[config.mk]
export PLATFORM = sky130hd
export DESIGN_NAME = pid_flat
export DESIGN_NICKNAME = d
export VERILOG_FILES = /design/src/rtl/pid_if.sv /design/src/rtl/pid.sv /design/src/flat_wrapper.sv
export SDC_FILE = /design/constraint.sdc
export NUM_CORES = 1
export LEC_CHECK = 0
export ABC_AREA = 1
export CAP_MARGIN = 20
export CORE_UTILIZATION = 53
export DETAILED_ROUTE_END_ITERATION = 8
export GPL_TIMING_DRIVEN = 0
export MAX_ROUTING_LAYER = met4
export PLACE_DENSITY_LB_ADDON = 0.2
export SLEW_MARGIN = 40
export SYNTH_ARGS = -nofsm -noshare
export SYNTH_HDL_FRONTEND = slang
export SYNTH_SLANG_ARGS = --single-unit
[constraint.sdc]
create_clock -name clk -period 5.55 [get_ports clk]
set_input_delay 1.11 -clock clk [delete_from_list [all_inputs] [get_ports clk]]
set_output_delay 1.11 -clock clk [all_outputs]
set_load 0.02 [all_outputs]
[src/rtl/pid_if.sv]
`default_nettype none
// ============================================================================
//  Module      : pid_if
//  Description : Bundle of sample, control and result signals exchanged
//                between the balance-loop PID controller and its driver.
//  Revision    : 1.0 - initial release
// ============================================================================
interface pid_if;
    logic        vld;        // new pitch sample valid
    logic [15:0] ptch;       // signed pitch error
    logic [15:0] ptch_rt;    // signed pitch rate
    logic        pwr_up;     // soft-start timer enable
    logic        rider_off;  // integrator clear
    logic [11:0] PID_cntrl;  // signed control effort
    logic [7:0]  ss_tmr;     // soft-start timer

    // Driver side: produces samples, observes the controller outputs.
    modport master (
        output vld, ptch, ptch_rt, pwr_up, rider_off,
        input  PID_cntrl, ss_tmr
    );

    // Controller side.
    modport slave (
        input  vld, ptch, ptch_rt, pwr_up, rider_off,
        output PID_cntrl, ss_tmr
    );
endinterface
`default_nettype wire

[src/rtl/pid.sv]
`default_nettype none
// ============================================================================
//  Module      : pid
//  Description : Balance-loop PID controller. Saturated P + I + D control
//                effort (combinational from ptch/ptch_rt) and a soft-start
//                timer used by the motor math to ramp drive strength.
//  Revision    : 1.0 - initial release
// ============================================================================
module pid #(
    parameter logic [4:0] P_COEFF  = 5'h09,
    parameter bit         FAST_SIM = 1'b0
) (
    input  wire logic clk,
    input  wire logic rst_n,
    pid_if.slave      bus
);

    localparam logic [26:0] c_tmr_inc = FAST_SIM ? 27'd256 : 27'd1;

    logic signed [9:0]  w_err_sat;
    logic signed [17:0] w_err_ext;
    logic signed [14:0] w_p_term;
    logic signed [14:0] w_i_term;
    logic signed [15:0] w_rt_shift;
    logic signed [14:0] w_d_term;
    logic signed [15:0] w_sum;
    logic signed [17:0] w_integ_sum;
    logic               w_integ_ovf;
    logic [11:0]        w_pid_cntrl;

    logic signed [17:0] integrator_q, integrator_d;
    logic [26:0]        long_tmr_q, long_tmr_d;

    // Clamp the pitch error into 10-bit signed range.
    always_comb begin
        w_err_sat = bus.ptch[9:0];
        if (!bus.ptch[15] && (bus.ptch[14:9] != 6'h00)) begin
            w_err_sat = 10'sh1FF;
        end else if (bus.ptch[15] && (bus.ptch[14:9] != 6'h3F)) begin
            w_err_sat = 10'sh200;
        end
    end

    assign w_err_ext = {{8{w_err_sat[9]}}, w_err_sat};

    // Largest product is 512*31, which still fits in 15 signed bits.
    assign w_p_term = $signed({{5{w_err_sat[9]}}, w_err_sat}) * $signed({10'd0, P_COEFF});

    // Overflow guard: same-sign addends whose sum flips sign would wrap,
    // so the integrator parks near full scale instead.
    assign w_integ_sum = integrator_q + w_err_ext;
    assign w_integ_ovf = (integrator_q[17] == w_err_ext[17]) &&
                         (w_integ_sum[17] != integrator_q[17]);

    // Integrator next state: rider_off clear beats a valid sample.
    always_comb begin
        integrator_d = integrator_q;
        if (bus.rider_off) begin
            integrator_d = '0;
        end else if (bus.vld && !w_integ_ovf) begin
            integrator_d = w_integ_sum;
        end
    end

    // Integrator register.
    always_ff @(posedge clk or negedge rst_n) begin
        if (!rst_n) begin
            integrator_q <= '0;
        end else begin
            integrator_q <= integrator_d;
        end
    end

    assign w_i_term = {{3{integrator_q[17]}}, integrator_q[17:6]};

    // Arithmetic shift keeps the rate sign; result spans -512..511.
    assign w_rt_shift = $signed(bus.ptch_rt) >>> 6;
    assign w_d_term   = 15'sd0 - $signed(w_rt_shift[14:0]);

    // 16-bit sum of three 15-bit terms cannot overflow internally.
    assign w_sum = {w_p_term[14], w_p_term} + {w_i_term[14], w_i_term} +
                   {w_d_term[14], w_d_term};

    // Saturate the effort to 12-bit signed.
    always_comb begin
        w_pid_cntrl = w_sum[11:0];
        if (!w_sum[15] && (w_sum[14:11] != 4'h0)) begin
            w_pid_cntrl = 12'h7FF;
        end else if (w_sum[15] && (w_sum[14:11] != 4'hF)) begin
            w_pid_cntrl = 12'h800;
        end
    end

    assign bus.PID_cntrl = w_pid_cntrl;

    // Soft-start timer next state: cleared while unpowered, stops at 0xFF.
    always_comb begin
        long_tmr_d = long_tmr_q;
        if (!bus.pwr_up) begin
            long_tmr_d = '0;
        end else if (long_tmr_q[26:19] != 8'hFF) begin
            long_tmr_d = long_tmr_q + c_tmr_inc;
        end
    end

    // Soft-start timer register.
    always_ff @(posedge clk or negedge rst_n) begin
        if (!rst_n) begin
            long_tmr_q <= '0;
        end else begin
            long_tmr_q <= long_tmr_d;
        end
    end

    assign bus.ss_tmr = long_tmr_q[26:19];

endmodule
`default_nettype wire

[src/flat_wrapper.sv]
// flat-port wrapper written by rule: the top's interface ports become plain ports
module pid_flat 
#(
    parameter logic [4:0] P_COEFF  = 5'h09,
    parameter bit         FAST_SIM = 1'b0
)
  (clk, rst_n, bus_vld, bus_ptch, bus_ptch_rt, bus_pwr_up, bus_rider_off, bus_PID_cntrl, bus_ss_tmr);
  pid_if bus_i ();
  input  wire logic clk;
  input  wire logic rst_n;
  input wire logic [$bits(bus_i.vld)-1:0] bus_vld;
  input wire logic [$bits(bus_i.ptch)-1:0] bus_ptch;
  input wire logic [$bits(bus_i.ptch_rt)-1:0] bus_ptch_rt;
  input wire logic [$bits(bus_i.pwr_up)-1:0] bus_pwr_up;
  input wire logic [$bits(bus_i.rider_off)-1:0] bus_rider_off;
  output wire logic [$bits(bus_i.PID_cntrl)-1:0] bus_PID_cntrl;
  output wire logic [$bits(bus_i.ss_tmr)-1:0] bus_ss_tmr;
  assign bus_i.vld = bus_vld;
  assign bus_i.ptch = bus_ptch;
  assign bus_i.ptch_rt = bus_ptch_rt;
  assign bus_i.pwr_up = bus_pwr_up;
  assign bus_i.rider_off = bus_rider_off;
  assign bus_PID_cntrl = bus_i.PID_cntrl;
  assign bus_ss_tmr = bus_i.ss_tmr;
  pid #(.P_COEFF(P_COEFF), .FAST_SIM(FAST_SIM)) u_core (.clk(clk), .rst_n(rst_n), .bus(bus_i));
endmodule
# Word level (Yosys, flattened, before mapping)
# Cells that the tools add are included.
[totals]
n_memories = 0
mem_bits_ro = 0
output_inout_bits = 20
latch_bits = 0
input_bits = 37
mem_bits_rw = 0
word_cells = 34
register_bits = 45
[classes]
n_reduce_logical = 12
shift = 0
mux = 8
multipliers = 1
addsub = 5
order_cmp = 0
n_eq_ne = 6
div_mod_pow = 0
n_bitwise = 0
[ops]
columns = ["operator", "n"]
rows = [
  ["27-bit two-way mux", 2],
  ["18-bit two-way mux", 2],
  ["27-bit by 1-bit adder with 27-bit output (second input constant)", 1],
  ["12-bit two-way mux", 2],
  ["10-bit two-way mux", 2],
  ["18-bit by 10-bit adder with 18-bit output", 1],
  ["15-bit by 12-bit adder with 16-bit output", 1],
  ["16-bit adder", 1],
  ["10-bit by 5-bit multiplier with 15-bit output (second input constant)", 1],
  ["1-bit by 10-bit subtractor with 11-bit output (first input constant)", 1],
  ["8-bit inequality test (second input constant)", 1],
  ["1-bit logical AND", 6],
  ["6-bit inequality test (second input constant)", 1],
  ["6-bit nonzero test", 1],
  ["4-bit inequality test (second input constant)", 1],
  ["4-bit nonzero test", 1],
  ["1-bit logical NOT", 3],
  ["2-bit by 1-bit inequality test with 1-bit output (second input constant)", 1],
  ["2-bit nonzero test", 1],
  ["1-bit == test", 1],
  ["1-bit inequality test", 1],
]

# Logic depth before layout (Yosys ltp)
[depth]
ltp_word = 11
mapped_depth = 27
ltp_nobuf = 26

# Worst setup path after synthesis
# No wires, ideal clock.
[synth_path]
kind = "input -> output"
from = "input port bus_ptch[10]"
to = "output port bus_PID_cntrl[10]"
path_buffers = 1
stages = 27
setup_slack_ns = -0.445
required_ns = 4.440
t_arrival_ns = 4.885
cell_sequence = "nor2_1 nand3_1 nand2_1 clkinv_1 nor2_1 nor2_1 ha_1 ha_1 fa_1 inv_1 fa_1 inv_1 ha_1 nand2_1 nand2_1 inv_1 nor2_1 nor2_1 nand3_1 nand2_1 nand3_1 nand2_1 nand2_2 nand2_1 buf_4 nand2_1 nand2_1"
[synth_via]
elab_chain_cells = 11
[synth_lines]
columns = ["item", "line_no", "source"]
rows = [
  ["start, declared", "flat_wrapper.sv:12", "input wire logic [$bits(bus_i.ptch)-1:0] bus_ptch;"],
  ["6-bit inequality test", "pid.sv:39", "end else if (bus.ptch[15] && (bus.ptch[14:9] != 6'h3F)) begin"],
  ["1-bit logical AND", "pid.sv:39", ""],
  ["10-bit two-way mux", "pid.sv:39", ""],
  ["10-bit two-way mux (*)", "pid.sv:37", "if (!bus.ptch[15] && (bus.ptch[14:9] != 6'h00)) begin"],
  ["10-bit by 5-bit multiplier with 15-bit output (*)", "pid.sv:47", "assign w_p_term = $signed({{5{w_err_sat[9]}}, w_err_sat}) * $signed({10'd0, P_COEFF});"],
  ["15-bit by 12-bit adder with 16-bit output (*)", "pid.sv:81", "assign w_sum = {w_p_term[14], w_p_term} + {w_i_term[14], w_i_term} +"],
  ["16-bit adder (*)", "pid.sv:81", ""],
  ["4-bit inequality test", "pid.sv:89", "end else if (w_sum[15] && (w_sum[14:11] != 4'hF)) begin"],
  ["1-bit logical AND", "pid.sv:89", ""],
  ["12-bit two-way mux", "pid.sv:89", ""],
  ["12-bit two-way mux (*)", "pid.sv:87", "if (!w_sum[15] && (w_sum[14:11] != 4'h0)) begin"],
  ["end, declared", "flat_wrapper.sv:16", "output wire logic [$bits(bus_i.PID_cntrl)-1:0] bus_PID_cntrl;"],
]
# Mark *: on every way between the ends. The rest lies on a longest branch, timed or not.

# Final worst setup path
[layout_path]
from = "input port bus_ptch[15]"
to = "output port bus_PID_cntrl[9]"
[layout_via]
elab_chain_cells = 10
[layout_lines]
columns = ["item", "line_no"]
rows = [
  ["1-bit logical AND / 1-bit logical NOT (equally long branches)", "pid.sv:39, pid.sv:37"],
  ["10-bit two-way mux / 1-bit logical AND (equally long branches)", "pid.sv:39, pid.sv:37"],
  ["10-bit two-way mux (*)", "pid.sv:37"],
  ["10-bit by 5-bit multiplier with 15-bit output (*)", "pid.sv:47"],
  ["15-bit by 12-bit adder with 16-bit output (*)", "pid.sv:81"],
  ["16-bit adder (*)", "pid.sv:81"],
  ["4-bit inequality test", "pid.sv:89"],
  ["1-bit logical AND", "pid.sv:89"],
  ["12-bit two-way mux", "pid.sv:89"],
  ["12-bit two-way mux (*)", "pid.sv:87"],
]
# Marked as above.

==> flow_summary.yaml <==
placement:
  hpwlAfterDp_mm: 11.41
  post-place-ws_ps: -1704
  port_buffers: 50
  dpl_cell_area_mm2: 0.006585
  gp_congestion: 0.9300
synth:
  netlist_instances: 826
  syn_nets: 945
  ys_ff_latch: 45
  synth_edf_count: 0
  async_reset_ff_share_pct: 100.0
  yosysWarnings: 0
  syn_area_mm2: 0.005638
  synth_top_flop_cell: "dfrtp_1"
  netlist-cell-type-count: 39
  ys_seq_area_share_pct: 19.97
  syn_area_per_cell_um2: 6.826
drt:
  route.met3.wl_um: 645
  met1Wirelength_mm: 6.874
  route.met2.wl_mm: 7.512
  post_drt_wl_per_cell_um: 14.66
  via_per_inst: 5.387
  drc: 0
  vias: 5640
  drtIter0Drc: 385
  drtAntennaViolNets: 0
  wl_mm: 15.35
  drt_first_pass_iters: 8
  topRoutingLayerUsed: "met4"
worst_setup_path:
  end_kind: "primary output"
  cp_max_fo: 5
  reg2reg_slack_ps: 3320
  r2r_end: "u_core.integrator_q[15]"
  crit_required_ps: 4440
  critical_path_class: "in -> out"
  start_kind: "primary input"
  r2r_cells: 12
  worstSetupStartpoint: "bus_ptch[15]"
  arrival_ps: 5020
  critPathSlowestCell: "fa_1"
  rr_startpoint: "u_core.integrator_q[12]"
  critical_path.max_stage_delay_ps: 540
  critPathCapture: "bus_PID_cntrl[9]"
grt:
  antenna_found_initial: 0
  grt_overflow: 0
  grt_max_degree: 38
  grt_first_pass_wirelength_mm: 24.94
  grt_usage_pct: 28.66
  grt_pass1_vias: 5356
timing:
  rsz0062_at_grt: "true"
  setup_viol: 12
  slew_viol_final: 0
  fmax_mhz: 163.0
  fin_ws_ps: -583.9
  clock_skew_ps: 4.732
  fin_crit_ps: 6134
  worst_pin_slew_ps: 486.8
  holdWs_ps: 518.2
  fin_crit_sh_pct: 110.5
  fin_setup_tns_ps: -6476
  slew_headroom_pct: 67.55
  hold_viol: 0
outcome:
  violations: "setup timing"
  status: "finished, violations left"
floorplanning:
  core_area_mm2: 0.01032
  dieArea_mm2: 0.01105
  initial_core_util_pct: 54.61
  ios: 57
  die_height_um: 105.1
  fp-row-count: 37
  die_w_um: 105.1
clock_tree:
  htree_levels: 2
  clock_latency_ps: 310
  tritoncts: "built"
  clock-root-buffer: "clkbuf_8"
  clkTransAtPathRegs_ps: 90
  cts_made_buffers: 5
  cts_hold_buf: 0
  cts_sinks: 45
  cts.path.max_buffers: 2
finish:
  mostFrequentLayoutCells: "152 x nand2_1, 135 x inv_1, 50 x nor2_1, 45 x dfrtp_1"
  final_area_mm2: 0.007387
  diodes: 0
  final_common_cell: "nand2_1"
  syn2layout_area_growth_pct: 31.03
  final_layout_size_suffix_gt1_share_pct: 25.14
  nNetsFinal: 1029
pwr:
  p_total_w: 0.003091
  peakVddDrop_mv: 0.5280
  power_density_mw_per_mm2: 418.4
  p_leak_nw: 3.671
run:
  drv_cap: 0
min_path:
  hp-class: "reg -> reg"
[cell type report]
type	instances	area (um2)
Multi-Input combinational cell	602	4467
Inverter	159	609.3
Timing Repair Buffer	76	750.7
Timing Repair inverter	1	6.256
Fill cell	789	2937
Sequential cell	45	1126
Clock buffer	5	68.82
Buffer	20	166.4
Tap cell	136	170.2
Clock inverter	3	22.52
[routing by layer]
layer / up-vias / GRT usage (%)
met5: - / -
met4: 0 / 8.048
met3: 31 / 2.994
met2: 169 / 48.30
met1: 2645 / 36.57
li1: 2795 / -
[sequential cells by signal, indices dropped and copies added, names as in the netlist]
name	count
u_core.long_tmr_q	27
u_core.integrator_q	18
[Yosys cell counts (10+ instances only)]
| cell | number | share of area, % |
|---|---|---|
| xnor2_1 | 16 | 2.5 |
| fa_1 | 22 | 7.8 |
| nor3_1 | 23 | 2.0 |
| nand2_1 | 196 | 13 |
| a21oi_1 | 39 | 3.5 |
| ha_1 | 60 | 13 |
| o21ai_0 | 25 | 2.2 |
| nand4_1 | 29 | 3.2 |
| dfrtp_1 | 45 | 20 |
| nand3_2 | 15 | 2.7 |
| buf_4 | 11 | 1.5 |
| inv_1 | 148 | 9.9 |
| xor2_1 | 10 | 1.6 |
| nand3_1 | 45 | 4.0 |
| nor2_1 | 77 | 5.1 |
[worst min path at each step]
stage	to	startpoint	slack (ps)	cells past startpoint
floorplan	u_core.integrator_q[0]	u_core.integrator_q[0]	480	2
global placement	u_core.integrator_q[0]	u_core.integrator_q[0]	490	2
detailed placement	u_core.integrator_q[0]	u_core.integrator_q[0]	500	2
CTS	u_core.integrator_q[0]	u_core.integrator_q[0]	520	2
global route	u_core.long_tmr_q[13]	u_core.long_tmr_q[13]	550	2
finish	u_core.integrator_q[2]	u_core.integrator_q[2]	520	2
[where the power goes]
group,leakage (nW),internal [W],switching [W]
logic,3.01,0.00109,0.00141
registers,0.616,0.000350,0.0000290
clock network,0.0481,0.0000895,0.000125
[worst max-delay path: cells and delay by family]
family        cells  cell delay [ps]
fa+ha+maj         5             1790
simple gates     14             1160
buf+inv          10              930
[timing repair]
action / in CTS / in global routing
gates resized for setup: 127 / 92
hold endpoints to repair: 0 / 0
setup endpoints to repair: 12 / 12
gates cloned: 3 / 0
pin swaps: 28 / 53
buffers inserted: 12 / 14
[cells by family after synthesis]
group / synth area share (%)
AO/OA/AOI/OAI: 7.146
adder cells (fa/ha/maj): 21.13
AND/OR/NAND/NOR: 34.60
flip-flops: 19.97
XOR/XNOR: 4.039
buffers and inverters: 13.12
[metrics by stage]
| step | cells | util, % |
|---|---|---|
| 2_1_floorplan | 826 | - |
| 5_1_grt | 1047 | 71.56 |
| 4_1_cts | 1034 | 67.86 |
| 3_5_place_dp | 1013 | 63.79 |
| 3_3_place_gp | 1012 | 63.62 |
| 6_report | 1047 | 71.56 |
Power figures use the tool's default switching activity.
